[src/rtl/demux_pkg.sv]
// Shared constants for the 1-to-N stream demultiplexer: drop-counter width and saturation value.
// Latency: none; this file holds only constants and a configuration check helper.
// Backpressure: none.
package demux_pkg;

   localparam int DROP_CNT_W = 16;
   localparam logic [DROP_CNT_W-1:0] DROP_CNT_MAX = {DROP_CNT_W{1'b1}};

   localparam int N_CH_MIN   = 2;
   localparam int N_CH_MAX   = 64;
   localparam int DATA_W_MIN = 1;
   localparam int DATA_W_MAX = 64;

   function automatic bit demux_cfg_ok(int n_ch, int data_w);
      return (n_ch >= N_CH_MIN) && (n_ch <= N_CH_MAX) &&
             (data_w >= DATA_W_MIN) && (data_w <= DATA_W_MAX);
   endfunction

endpackage

[src/rtl/demux_slot.sv]
// One-entry output register: a valid bit plus a data word, loaded by the demux and popped by the consumer.
// Latency: a load is visible on valid/data_out after the loading edge.
// Backpressure: load beats pop in the same cycle; data_out holds its last value once empty.
module demux_slot #(
   parameter int DATA_W = 8
) (
   input  logic              clk,
   input  logic              rst,
   input  logic              load,
   input  logic [DATA_W-1:0] data_in,
   input  logic              pop,
   output logic              valid,
   output logic [DATA_W-1:0] data_out
);

   always_ff @(posedge clk) begin
      if (rst) begin
         valid    <= 1'b0;
         data_out <= '0;
      end else if (load) begin
         valid    <= 1'b1;
         data_out <= data_in;
      end else if (pop) begin
         valid    <= 1'b0;
      end
   end

endmodule

[src/rtl/demux_stream_1xn.sv]
// 1-to-N stream demux: each word goes to the slot named by in_sel; DEMUX_DROP_CNT_EN adds drop_cnt.
// Latency: word accepted at edge k appears on out_valid/out_data after edge k; one word per cycle.
// Backpressure: in_ready drops only when the selected slot is full and not being drained, or en=0.
module demux_stream_1xn
   import demux_pkg::*;
#(
   parameter int N_CH   = 16,
   parameter int DATA_W = 8,
   localparam int SEL_W = $clog2(N_CH)
) (
   input  logic                   clk,
   input  logic                   rst,
   input  logic                   en,
   input  logic                   in_valid,
   output logic                   in_ready,
   input  logic [SEL_W-1:0]       in_sel,
   input  logic [DATA_W-1:0]      in_data,
   output logic [N_CH-1:0]        out_valid,
   input  logic [N_CH-1:0]        out_ready,
`ifdef DEMUX_DROP_CNT_EN
   output logic [N_CH*DATA_W-1:0] out_data,
   output logic [DROP_CNT_W-1:0]  drop_cnt
`else
   output logic [N_CH*DATA_W-1:0] out_data
`endif
);

   localparam int N_PAD = 1 << SEL_W;
   localparam logic [SEL_W:0] N_CH_V = (SEL_W+1)'(N_CH);

   if (!demux_cfg_ok(N_CH, DATA_W)) begin : g_bad_cfg
      $error("demux_stream_1xn: N_CH or DATA_W out of supported range");
   end

   logic             sel_hit;
   logic             in_xfer;
   logic [N_PAD-1:0] vld_ext;
   logic [N_PAD-1:0] rdy_ext;

   // Pad to a power of two so an out-of-range in_sel still indexes a defined bit.
   always_comb begin
      vld_ext = '0;
      rdy_ext = '0;
      vld_ext[N_CH-1:0] = out_valid;
      rdy_ext[N_CH-1:0] = out_ready;
   end

   assign sel_hit  = ({1'b0, in_sel} < N_CH_V);
   assign in_ready = en && (!sel_hit || !vld_ext[in_sel] || rdy_ext[in_sel]);
   assign in_xfer  = in_valid && in_ready;

   for (genvar i = 0; i < N_CH; i++) begin : g_slot
      demux_slot #(.DATA_W(DATA_W)) u_slot (
         .clk      (clk),
         .rst      (rst),
         .load     (in_xfer && sel_hit && (in_sel == SEL_W'(i))),
         .data_in  (in_data),
         .pop      (out_valid[i] && out_ready[i]),
         .valid    (out_valid[i]),
         .data_out (out_data[i*DATA_W +: DATA_W])
      );
   end

`ifdef DEMUX_DROP_CNT_EN
   // Words addressed past the last channel are consumed here and only counted.
   always_ff @(posedge clk) begin
      if (rst) begin
         drop_cnt <= '0;
      end else if (in_xfer && !sel_hit && (drop_cnt != DROP_CNT_MAX)) begin
         drop_cnt <= drop_cnt + 1'b1;
      end
   end
`endif

endmodule

[config.mk]
export PLATFORM = sky130hd
export DESIGN_NAME = demux_stream_1xn
export DESIGN_NICKNAME = d
export VERILOG_FILES = /design/src/rtl/demux_pkg.sv /design/src/rtl/demux_slot.sv /design/src/rtl/demux_stream_1xn.sv
export SDC_FILE = /design/constraint.sdc
export NUM_CORES = 1
export LEC_CHECK = 0
export CAP_MARGIN = 20
export CELL_PAD_IN_SITES_DETAIL_PLACEMENT = 1
export CELL_PAD_IN_SITES_GLOBAL_PLACEMENT = 1
export CORE_MARGIN = 2
export CORE_UTILIZATION = 39
export DETAILED_ROUTE_END_ITERATION = 12
export PLACE_DENSITY = 0.9
export REMOVE_ABC_BUFFERS = 1
export SLEW_MARGIN = 40
export SYNTH_ARGS = -nofsm -noshare
export SYNTH_HDL_FRONTEND = slang
export SYNTH_SLANG_ARGS = --single-unit
export TNS_END_PERCENT = 20
[constraint.sdc]
create_clock -name clk -period 3.8 [get_ports clk]
set_input_delay 0.76 -clock clk [delete_from_list [all_inputs] [get_ports clk]]
set_output_delay 0.76 -clock clk [all_outputs]
set_load 0.05 [all_outputs]
==> impl_metrics.csv <==
group,metric,value,unit
routing,drc_errors,0,
routing,wl_met2,9489,um
clock_network,cts_root_buffer,"clkbuf_16",
placement,gp_congestion,0.8733,
layout,nFillCells,1607,
routing,wl_per_cell,19.58,um
die,dieArea,16700,sq um
clock_network,cts-htree-levels,4,
sta,setup_viol,0,
synth,synth_cell_type_count,26,
outcome,outcome,"finished clean",
die,io_pins,177,
setup_path,rr_startpoint,"g_slot[14].u_slot.valid$_SDFFE_PP0P_",
synth,synthTopCellsByArea,"dfxtp_1 47%, mux2i_1 21%, nand2b_1 16%, mux4_1 3.4%, buf_4 3.2%",
sta,max_freq,268.8,MHz
setup_path,r2r_end,"g_slot[6].u_slot.data_out[5]$_SDFFE_PP0P_",
setup_path,crit_end,"in_ready",
sta,setup_slack,0.07992,ns
sta,min_period_over_period,0.9790,
global_route,grt_overflow,0,
die,fp.dieW,129.2,um
setup_path,criticalPathCategory,"input pin to output port",
synth,ys_ff_latch,144,
layout,area_delta_synth_final,39.71,%
synth,synth_top_cell_area_share,0.4714,
routing,wl,18190,um
sta,tns,0,ns
sta,grt_setup_unrepaired,"no",
sta,min_period,3.720,ns
clock_network,clockBufferDepth,2,
synth,synthCells,556,
layout,nNetsFinal,738,
layout,stdcell_count,929,
sta,skew,0.006414,ns
sta,tightest_slew,0.7762,ns
die,die_h,129.2,um
global_route,grt_max_degree,109,
synth,synth_area_per_cell,11.00,sq um
pwr,power.leakage,0.003820,uW
global_route,track_usage,0.2241,
synth,syn_area,6116,sq um
setup_path,startpoint,"in_sel[0]",
sta,slew_headroom,0.4825,
routing,drt_first_pass_iters,4,
pwr,pwr-share-clk,0.496,
run,cap_violations,0,
placement,dp_hpwl,12520,um
die,rows,45,
routing,highest_layer,"met4",
routing,met1_length,7312,um
synth,synthArstFlopShare,0,
sta,finalHoldViolCount,0,
routing,antenna_left,0,
clock_network,clkSinkCount,144,
routing,vias_per_cell,4.890,
synth,yosysSeqAreaShare,0.4714,
hold_path,hp-class,"flop to flop",
layout,drive_gt1_frac,0.09610,
synth,yosysWarningCount,0,
clock_network,post_cts_buffers,0,
global_route,grt_pass1_vias,5113,
placement,port_buffers,176,
setup_path,cp.arrival,2.96,ns
layout,final_cell_area,8544,sq um
pwr,p_sw,778.4,uW
setup_path,cp.required,3.04,ns
global_route,grt_first_pass_wirelength,28120,um
placement,place_ws,0.07703,ns
routing,drtIter0Drc,151,
clock_network,ctsHoldBuffers,0,
synth,synth_edf_count,0,
routing,wl_met3,1113,um
setup_path,path_max_fanout,5,
die,core_area,15260,sq um
routing,via_count,4543,
layout,n_antenna_cell,0,
setup_path,r2r_cells,6,
clock_network,clk_pin_slew,0.06,ns
synth,synthFlopType,"dfxtp_1",
clock_network,cts_resized,0,
clock_network,tritoncts,"built",
global_route,antenna_found_initial,0,
setup_path,crit_path_end_kind,"output port",
pwr,power_switching_share,0.2202,
clock_network,clk_latency,0.42,ns
sta,drv_slew,0,
pwr,power,3536,uW
synth,yosysTopAreaCell,"dfxtp_1",
synth,synth_common_cells,"153 x nand2b_1, 144 x dfxtp_1, 128 x mux2i_1",
placement,dpl_cell_area,7918,sq um
clock_network,cts-buffers-inserted,17,
placement,dp_cells,898,
pwr,seqPwrFrac,0.432,
setup_path,ff2ff_setup_slack,1.91,ns
pwr,power.internal,2757,uW
synth,synth.most_common_cell,"nand2b_1",
pwr,peakVddDrop,0.2758,mV
pwr,combPwrFrac,0.071,
die,start_util,0.4008,
pwr,p_per_area,413.8,nW/um^2
setup_path,cp-start-kind,"input pin",
per-layer routing:
layer	vias to the layer above	GRT usage
met2	123	0.4012
met5	-	0
met4	0	0.07864
met3	18	0.07060
li1	2157	-
met1	2245	0.2509
worst max-delay path, stage by stage:
cell and delay (ns):
clkdlybuf4s50_1 0.45, buf_4 0.16, mux4_1 0.56, mux2_2 0.31, or3_1 0.37, o311a_2 0.15
buf_4 0.20
state kept, by name, indices dropped and copies added, names as in the netlist:
register,cells
g_slot.u_slot.data_out,128
g_slot.u_slot.valid,16
cell families (layout without fill, tap and decap cells):
group                  after synthesis  count (layout)  share of synthesized area
and+or+nand+nor                    169             169                     0.1698
DFF                                144             144                     0.4714
AOI/OAI and AO/OA                   33              33                    0.03498
buffers and inverters               70             232                    0.06833
muxes                              140             140                     0.2555
placed cells by master, fill, tap and decap left out, types with 2 or more instances in the layout:
master,n
nor3b_1,2
clkbuf_8,2
mux4_1,8
a21oi_1,16
o211ai_1,6
mux2i_4,2
clkinv_2,3
nor3_1,3
o21ai_1,6
mux2i_1,128
nor2_1,6
clkbuf_16,17
o2111ai_1,2
clkdlybuf4s50_1,174
clkinv_4,2
o2111ai_2,2
bufinv_16,4
nand2_1,2
dfxtp_1,144
nand2b_2,7
clkbuf_1,2
buf_4,25
nand2b_1,146
per-stage QoR:
stage | hold WS (ns) | utilization
2_1_floorplan | 0.6908 | -
5_1_grt | 0.5016 | 0.5600
6_report | 0.4787 | 0.5600
3_5_place_dp | 0.4683 | 0.5189
3_3_place_gp | 0.4603 | 0.5179
4_1_cts | 0.4843 | 0.5596
cell type report:
type	instances	area (sq um)	share of cell area
inverters	1	3.754	0.0004393
clock buffers	21	460.4	0.05389
repair buffers	200	1941	0.2271
multi-input cells	342	2833	0.3315
flip-flops and latches	144	2883	0.3374
clock inverters	10	160.2	0.01874
well taps	211	264.0	0.03090
power by group through the flow:
stage          Clock (uW)  Sequential (uW)  Combinational, uW
6_report             1750             1530                253
5_1_grt              1860             1530                265
4_1_cts              1790             1530                253
3_5_place_dp            0             1560                253
3_3_place_gp            0             1560                244
2_1_floorplan           0             1600               85.8
worst min-delay path by stage:
stage                                                     startpoint                                    endpoint  cells after the start
after floorplan                  g_slot[2].u_slot.valid$_SDFFE_PP0P_         g_slot[2].u_slot.valid$_SDFFE_PP0P_                      2
after global placement     g_slot[7].u_slot.data_out[3]$_SDFFE_PP0P_   g_slot[7].u_slot.data_out[3]$_SDFFE_PP0P_                      2
after detailed placement  g_slot[13].u_slot.data_out[4]$_SDFFE_PP0P_  g_slot[13].u_slot.data_out[4]$_SDFFE_PP0P_                      2
after CTS                  g_slot[3].u_slot.data_out[4]$_SDFFE_PP0P_   g_slot[3].u_slot.data_out[4]$_SDFFE_PP0P_                      2
after global routing       g_slot[5].u_slot.data_out[3]$_SDFFE_PP0P_   g_slot[5].u_slot.data_out[3]$_SDFFE_PP0P_                      2
final                      g_slot[2].u_slot.data_out[7]$_SDFFE_PP0P_   g_slot[2].u_slot.data_out[7]$_SDFFE_PP0P_                      2
(Power assumes the default switching activity.)
